### config.mk
export PLATFORM = sky130hd
export DESIGN_NAME = pipeline_hazard_ctrl
export DESIGN_NICKNAME = d
export VERILOG_FILES = /design/src/rtl/pipeline_hazard_ctrl.sv
export SDC_FILE = /design/constraint.sdc
export NUM_CORES = 1
export LEC_CHECK = 0
export ABC_CLOCK_PERIOD_IN_PS = 2150
export BUFFER_PORTS_ARGS = -buffer_cell sky130_fd_sc_hd__buf_2
export CAP_MARGIN = 20
export CORE_MARGIN = 3
export CORE_UTILIZATION = 46
export DETAILED_ROUTE_END_ITERATION = 10
export GPL_TIMING_DRIVEN = 0
export MAX_ROUTING_LAYER = met4
export PLACE_DENSITY = 0.76
export SYNTH_ARGS = -nofsm -noshare
export SYNTH_HDL_FRONTEND = slang
export SYNTH_SLANG_ARGS = --single-unit
### constraint.sdc
create_clock -name clk -period 2.15 [get_ports clk]
set_clock_uncertainty 0.1 [all_clocks]
set_input_delay 0.215 -clock clk [delete_from_list [all_inputs] [get_ports clk]]
set_output_delay 0.215 -clock clk [all_outputs]
set_load 0.01 [all_outputs]
### src/rtl/pipeline_hazard_ctrl.sv
// -----------------------------------------------------------------------------
// pipeline_hazard_ctrl
//
// Stall/flush sequencer for a 5-stage RISC-V pipeline. It handles the hazards
// the forwarding unit cannot: load-use hazards (one bubble), control redirects
// resolved in EX (squash IF/ID and ID/EX), and multi-cycle data-memory waits
// (freeze the whole pipe, with a timeout that force-releases a stuck access).
// Two saturating performance counters track stall and redirect cycles.
//
// Ports:
//   clk, rst_n          pipeline clock, synchronous active-low reset
//   id_rs1/id_rs2       source registers of the ID instruction
//   id_use_rs1/2        ID instruction actually reads rs1/rs2
//   ex_rd, ex_reg_we    EX destination register and its write enable
//   ex_mem_read         EX instruction is a load
//   ex_jump_t           EX jump type: 01 JAL, 10 JALR, 00/11 no jump
//   ex_branch_taken     EX conditional branch resolved taken
//   mem_req, mem_ready  MEM-stage access pending / completing this cycle
//   pc_we .. ex_mem_we  pipeline register enables (combinational)
//   *_flush             pipeline register clears to NOP/bubble
//   mem_err             sticky memory-wait timeout flag
//   stall_cnt           saturating count of stall cycles
//   flush_cnt           saturating count of redirect cycles
// -----------------------------------------------------------------------------
module pipeline_hazard_ctrl #(
    parameter int MEM_TIMEOUT = 16,
    parameter int CNT_W       = 16
) (
    input  logic             clk,
    input  logic             rst_n,
    input  logic [4:0]       id_rs1,
    input  logic [4:0]       id_rs2,
    input  logic             id_use_rs1,
    input  logic             id_use_rs2,
    input  logic [4:0]       ex_rd,
    input  logic             ex_reg_we,
    input  logic             ex_mem_read,
    input  logic [1:0]       ex_jump_t,
    input  logic             ex_branch_taken,
    input  logic             mem_req,
    input  logic             mem_ready,
    output logic             pc_we,
    output logic             if_id_we,
    output logic             if_id_flush,
    output logic             id_ex_we,
    output logic             id_ex_flush,
    output logic             ex_mem_we,
    output logic             mem_wb_flush,
    output logic             mem_err,
    output logic [CNT_W-1:0] stall_cnt,
    output logic [CNT_W-1:0] flush_cnt
);

    localparam int WAIT_W = $clog2(MEM_TIMEOUT) + 1;

    typedef enum logic {
        ST_RUN,
        ST_MEM_WAIT
    } state_t;

    state_t              r_state;
    state_t              w_state_next;
    logic [WAIT_W-1:0]   r_wait_cnt;
    logic [WAIT_W-1:0]   w_wait_cnt_next;
    logic                r_mem_err;

    logic                w_redirect;
    logic                w_load_use;
    logic                w_timeout_now;
    logic                w_freeze;
    logic [1:0]          w_cnt_inc;

    // Hazard terms
    assign w_redirect = (ex_jump_t == 2'b01) || (ex_jump_t == 2'b10) || ex_branch_taken;

    assign w_load_use = ex_mem_read && ex_reg_we && (ex_rd != 5'd0) &&
                        ((id_use_rs1 && (id_rs1 == ex_rd)) ||
                         (id_use_rs2 && (id_rs2 == ex_rd)));

    // The cycle whose wait_cnt reaches MEM_TIMEOUT-1 is released regardless of
    // mem_ready, which caps a single access at MEM_TIMEOUT-1 freeze cycles.
    assign w_timeout_now = (r_state == ST_MEM_WAIT) &&
                           (r_wait_cnt == WAIT_W'(MEM_TIMEOUT - 1));

    assign w_freeze = mem_req && !mem_ready && !w_timeout_now;

    // State register
    always_ff @(posedge clk) begin
        if (!rst_n) begin
            r_state    <= ST_RUN;
            r_wait_cnt <= '0;
            r_mem_err  <= 1'b0;
        end else begin
            r_state    <= w_state_next;
            r_wait_cnt <= w_wait_cnt_next;
            if (w_timeout_now && mem_req && !mem_ready) begin
                r_mem_err <= 1'b1;
            end
        end
    end

    // Next-state logic
    always_comb begin
        w_state_next    = ST_RUN;
        w_wait_cnt_next = '0;
        if (w_freeze) begin
            w_state_next = ST_MEM_WAIT;
            if (r_state == ST_RUN) begin
                w_wait_cnt_next = WAIT_W'(1);
            end else begin
                w_wait_cnt_next = r_wait_cnt + WAIT_W'(1);
            end
        end
    end

    // Mealy pipeline controls. Freeze wins over redirect because EX is held
    // during a freeze, so the redirect is still present on the first unfrozen
    // cycle. Redirect wins over load-use since the ID instruction is squashed.
    always_comb begin
        pc_we        = 1'b1;
        if_id_we     = 1'b1;
        id_ex_we     = 1'b1;
        ex_mem_we    = 1'b1;
        if_id_flush  = 1'b0;
        id_ex_flush  = 1'b0;
        mem_wb_flush = 1'b0;
        if (!rst_n) begin
            pc_we        = 1'b0;
            if_id_we     = 1'b0;
            id_ex_we     = 1'b0;
            ex_mem_we    = 1'b0;
            if_id_flush  = 1'b1;
            id_ex_flush  = 1'b1;
            mem_wb_flush = 1'b1;
        end else if (w_freeze) begin
            pc_we        = 1'b0;
            if_id_we     = 1'b0;
            id_ex_we     = 1'b0;
            ex_mem_we    = 1'b0;
            mem_wb_flush = 1'b1;
        end else if (w_redirect) begin
            if_id_flush  = 1'b1;
            id_ex_flush  = 1'b1;
        end else if (w_load_use) begin
            // Hold PC and IF/ID; ID/EX loads a bubble while the load advances.
            pc_we        = 1'b0;
            if_id_we     = 1'b0;
            id_ex_flush  = 1'b1;
        end
    end

    // Saturating performance counters: index 0 stalls, index 1 redirects.
    assign w_cnt_inc[0] = w_freeze || (w_load_use && !w_redirect);
    assign w_cnt_inc[1] = w_redirect && !w_freeze;

    genvar gi;
    generate
        for (gi = 0; gi < 2; gi++) begin : g_perf
            logic [CNT_W-1:0] r_cnt;
            always_ff @(posedge clk) begin
                if (!rst_n) begin
                    r_cnt <= '0;
                end else if (w_cnt_inc[gi] && !(&r_cnt)) begin
                    r_cnt <= r_cnt + CNT_W'(1);
                end
            end
        end
    endgenerate

    assign stall_cnt = g_perf[0].r_cnt;
    assign flush_cnt = g_perf[1].r_cnt;
    assign mem_err   = r_mem_err;

endmodule

* Yosys cells after proc, flatten, opt, wreduce, memory -nomap -nowiden *
Cells that the tools add are included.

storage, ports and cells
  register bits after elaboration = 39
  output and inout port bits = 40
  logic and storage cells = 59

cells by class
  add/subtract/negate cells = 3
  equality and inequality tests = 5
  muxes and demuxes = 16
  reductions and logical operators = 29

operators with widths
  kind                     count
  $add A16 B1 Y16 const B  2
  $reduce_and A16 Y1       2
  $mux W1                  16
  $logic_and A1 B1 Y1      14
  $eq A5 B5 Y1             2
  $logic_not A1 Y1         6
  $add A5 B1 Y5 const B    1
  $eq A5 B4 Y1 const B     1
  $reduce_bool A5 Y1       1
  $logic_or A1 B1 Y1       4
  $reduce_and A3 Y1        1
  $eq A2 B1 Y1 const B     1
  $eq A2 B2 Y1 const B     1
  $reduce_and A2 Y1        1

* Longest topological paths before layout *
  word-level depth = 8
  gate-level depth with buffers = 10

* Worst setup path before layout *
OpenSTA, ideal clock, no wires.

  kind = register to register
  from = register r_wait_cnt[0]
  to = register g_perf[0].r_cnt[0], in the netlist stall_cnt[0]
  arrival time = 2.084 ns
  setup slack = -0.102 ns
  stages on the path, launching flop included = 10
  path buffers = 1
  cells stage by stage = dfxtp_1 > ha_1 > and3_1 > ha_1 > and2_2 > nor2_1 > a31oi_4 > buf_6 > or3_2 > a21oi_2

between the ends
  longest elaborated chain between the ends = 6

RTL lines
  what                    RTL line  source
  from (decl)             63        logic [WAIT_W-1:0] r_wait_cnt;
  from (signal assigned)  95        r_wait_cnt <= w_wait_cnt_next;
  $eq A5 B4 Y1            83        (r_wait_cnt == WAIT_W'(MEM_TIMEOUT - 1));
  $logic_and A1 B1 Y1     82        assign w_timeout_now = (r_state == ST_MEM_WAIT) &&
  $logic_not A1 Y1        85        assign w_freeze = mem_req && !mem_ready && !w_timeout_now;
  $logic_and A1 B1 Y1     85
  $logic_or A1 B1 Y1      153       assign w_cnt_inc[0] = w_freeze || (w_load_use && !w_redirect);
  $logic_and A1 B1 Y1     163       end else if (w_cnt_inc[gi] && !(&r_cnt)) begin
  to (signal assigned)    164       r_cnt <= r_cnt + CNT_W'(1);
  to (decl)               159       logic [CNT_W-1:0] r_cnt;

Every way passes these cells.
A chain may end at the register's enable or synchronous reset.

* Worst setup path after layout *
  from = register r_wait_cnt[1]
  to = register g_perf[1].r_cnt[12], in the netlist flush_cnt[12]

between the ends
  longest elaborated chain between the ends = 7

RTL lines
  what                  RTL line  source
  $eq A5 B4 Y1          83
  $logic_and A1 B1 Y1   82
  $logic_not A1 Y1      85
  $logic_and A1 B1 Y1   85
  $logic_not A1 Y1      154       assign w_cnt_inc[1] = w_redirect && !w_freeze;
  $logic_and A1 B1 Y1   154
  $logic_and A1 B1 Y1   163
  to (signal assigned)  164
  to (decl)             159

Every way passes these cells.

==> metrics.txt <==
top cell type's share of synthesized area 0.376; post-synthesis sequential area ratio 0.376; grt ovf 0; Starting DRT DRC Count 117; commonest cells after routing, fill and taps aside buf_2, dfxtp_1, nor2_1, xnor2_1; clock sinks 39; Syn-to-layout area delta 40.8%; Rows 23; IO Pins 66; Async SR Flop Fraction 0; Peak supply drop 0.000333 V; top area cells in the synthesized netlist dfxtp_1, xnor2_1, nor2_1; instance area after placement 0.00247 mm²; final critical-path setup slack -0.0319 ns; Yosys cell types 49; Hold WC Path Type in -> reg; mapped cell area 0.00208 mm²; Max Cap Violations 0; Slew @ Worst Pin 0.557 ns; Critical Path Sink Type flop; CTS Buffer Depth 2; P per Cell Area 491 mW/mm²; dpl ws -0.259 ns; # nets final 354; DPL Wire Length 3740 µm; Post-synth EDFFs 0; vias in the first global route 1,797; Die Span Y 73.2 µm; total track usage 0.202; Worst-path clk slew 0.07 ns; Die ar. 0.00536 mm²; first-pass GRT wire length 8260 µm; Max FO, Critical Path 7; final core occ 0.701; RSZ-0062 raised after global routing yes; syn nets 269; Syn Area/Cell 8.70 µm²; final hold vios 0; failing checks setup timing; CP arrival 2.31 ns; Seq cells post-synth 39; Root Buffer clkbuf_8; status finished with violations; Total Routed Length 5690 µm; synth warn 0; initial core utilization 0.498; cells after synthesis 239; count of final setup violators 3; CTS Hold Bufs 0; largest net degree at the start of global routing 12; prevailing post-synth register cell dfxtp_1; drt first pass iters 4; CTS tree done; Fmax 458 MHz; ANT cells 0; via count 2,112; final worst-path cycle share 1.01; commonest non-fill, non-tap cell in the layout buf_2; htree depth 2; Worst-Skew Late Latency 0.30 ns; Placed Cells 354; antenna viol nets, final 0; area leader, netlist dfxtp_1; GPL Wtd Cong 0.825; Vias per Instance 5.63; number of port buffers 65; Die Wd 73.2 µm; crit path kind reg -> reg; initial antenna violation count 0; drc violations 0; core area 0.00417 mm²; Max Slew Vio Count 0; Total Power 1.44 mW; Inserted Clock Buffers 5; proportion of layout cells with a drive suffix above 1 0.412; WP data required 2.28 ns; normalized max-slew margin 0.625; final non-filler cell total 375; Worst Setup Start Kind flop; Final Instance Area 0.00293 mm²; Routed WL per cell 15.2 µm; P_leak 1.11 nW; final critical-path required period 2.18 ns
## repair_timing
action	in CTS	in global routing
resized for setup	19	30
buffers inserted	6	5
endpoints found under the setup margin	31	28
endpoints found under the hold margin	0	0
gates cloned	1	2
pin swaps	5	17
## critical path, cell delays in order (launching register included)
cell and delay [ns]:
dfxtp_2 0.35, ha_4 0.14, and3_4 0.18, ha_4 0.11, and2_4 0.19, o221ai_4 0.13
or3_4 0.39, or3_4 0.39, a21oi_2 0.14
## per-stage QoR
step                hold slack (ns)  setup TNS (ns)
detailed placement            0.367           -2.76
floorplan                     0.233               0
CTS                          0.0729               0
global placement              0.357           -2.50
finish                       0.0772         -0.0523
global route                 0.0977           -1.25
## final timing paths
check / slack (ns) / from / endpoint / depth (start not counted)
max: -0.03 / r_wait_cnt[1] / flush_cnt[12] / 8
min: 0.08 / mem_req / mem_err / 3
max reg2reg: -0.03 / r_wait_cnt[1] / flush_cnt[12] / 8
min reg2reg: 0.38 / mem_err / mem_err / 2
## cell families after synthesis
| group | count (synthesis) | share of synthesized area |
|---|---|---|
| DFF | 39 | 0.376 |
| xor gates and xnor gates | 25 | 0.105 |
| AOI/OAI and AO/OA | 45 | 0.163 |
| muxes | 2 | 0.00963 |
| adders and majority gates | 4 | 0.0241 |
| and+or+nand+nor | 106 | 0.270 |
| buffers and inverters | 18 | 0.0530 |
## synth_stat cells (4+ instances only)
library cell / instances
a21oi_1: 14
dfxtp_1: 39
ha_1: 4
inv_1: 10
nand2_1: 16
nand3_1: 13
nand4_1: 15
nor2_1: 28
o31ai_1: 8
or3_1: 5
or4_1: 8
xnor2_1: 16
xor2_1: 9
## registers in the layout, indices dropped and copies added, names as in the netlist
register    count
r_wait_cnt      5
r_state         1
stall_cnt      16
flush_cnt      16
mem_err         1
## area by class of cell
class	instances	area, µm²
Multi-Input combinational cell	183	1440
Fill cell	323	1250
Sequential cell	39	785
Timing Repair Buffer	78	457
Clock buffer	7	76.3
Buffer	7	67.6
Tap cell	50	62.6
Inverter	10	37.5
Clock inverter	1	5.00
## per-layer routing
layer,up-vias,routed length (µm),global-route usage
met5,-,0,-
met4,0,41,0.0820
met3,4,429,0.0427
met2,68,2830,0.319
met1,992,2390,0.249
li1,1048,-,-
## report_power, final
group | total (mW) | internal (mW) | leakage (nW) | switching [mW]
combinational | 0.210 | 0.0996 | 0.753 | 0.110
sequential | 0.746 | 0.732 | 0.316 | 0.0144
clock | 0.481 | 0.228 | 0.0422 | 0.253
No activity file was read; power rests on OpenSTA's default activity.
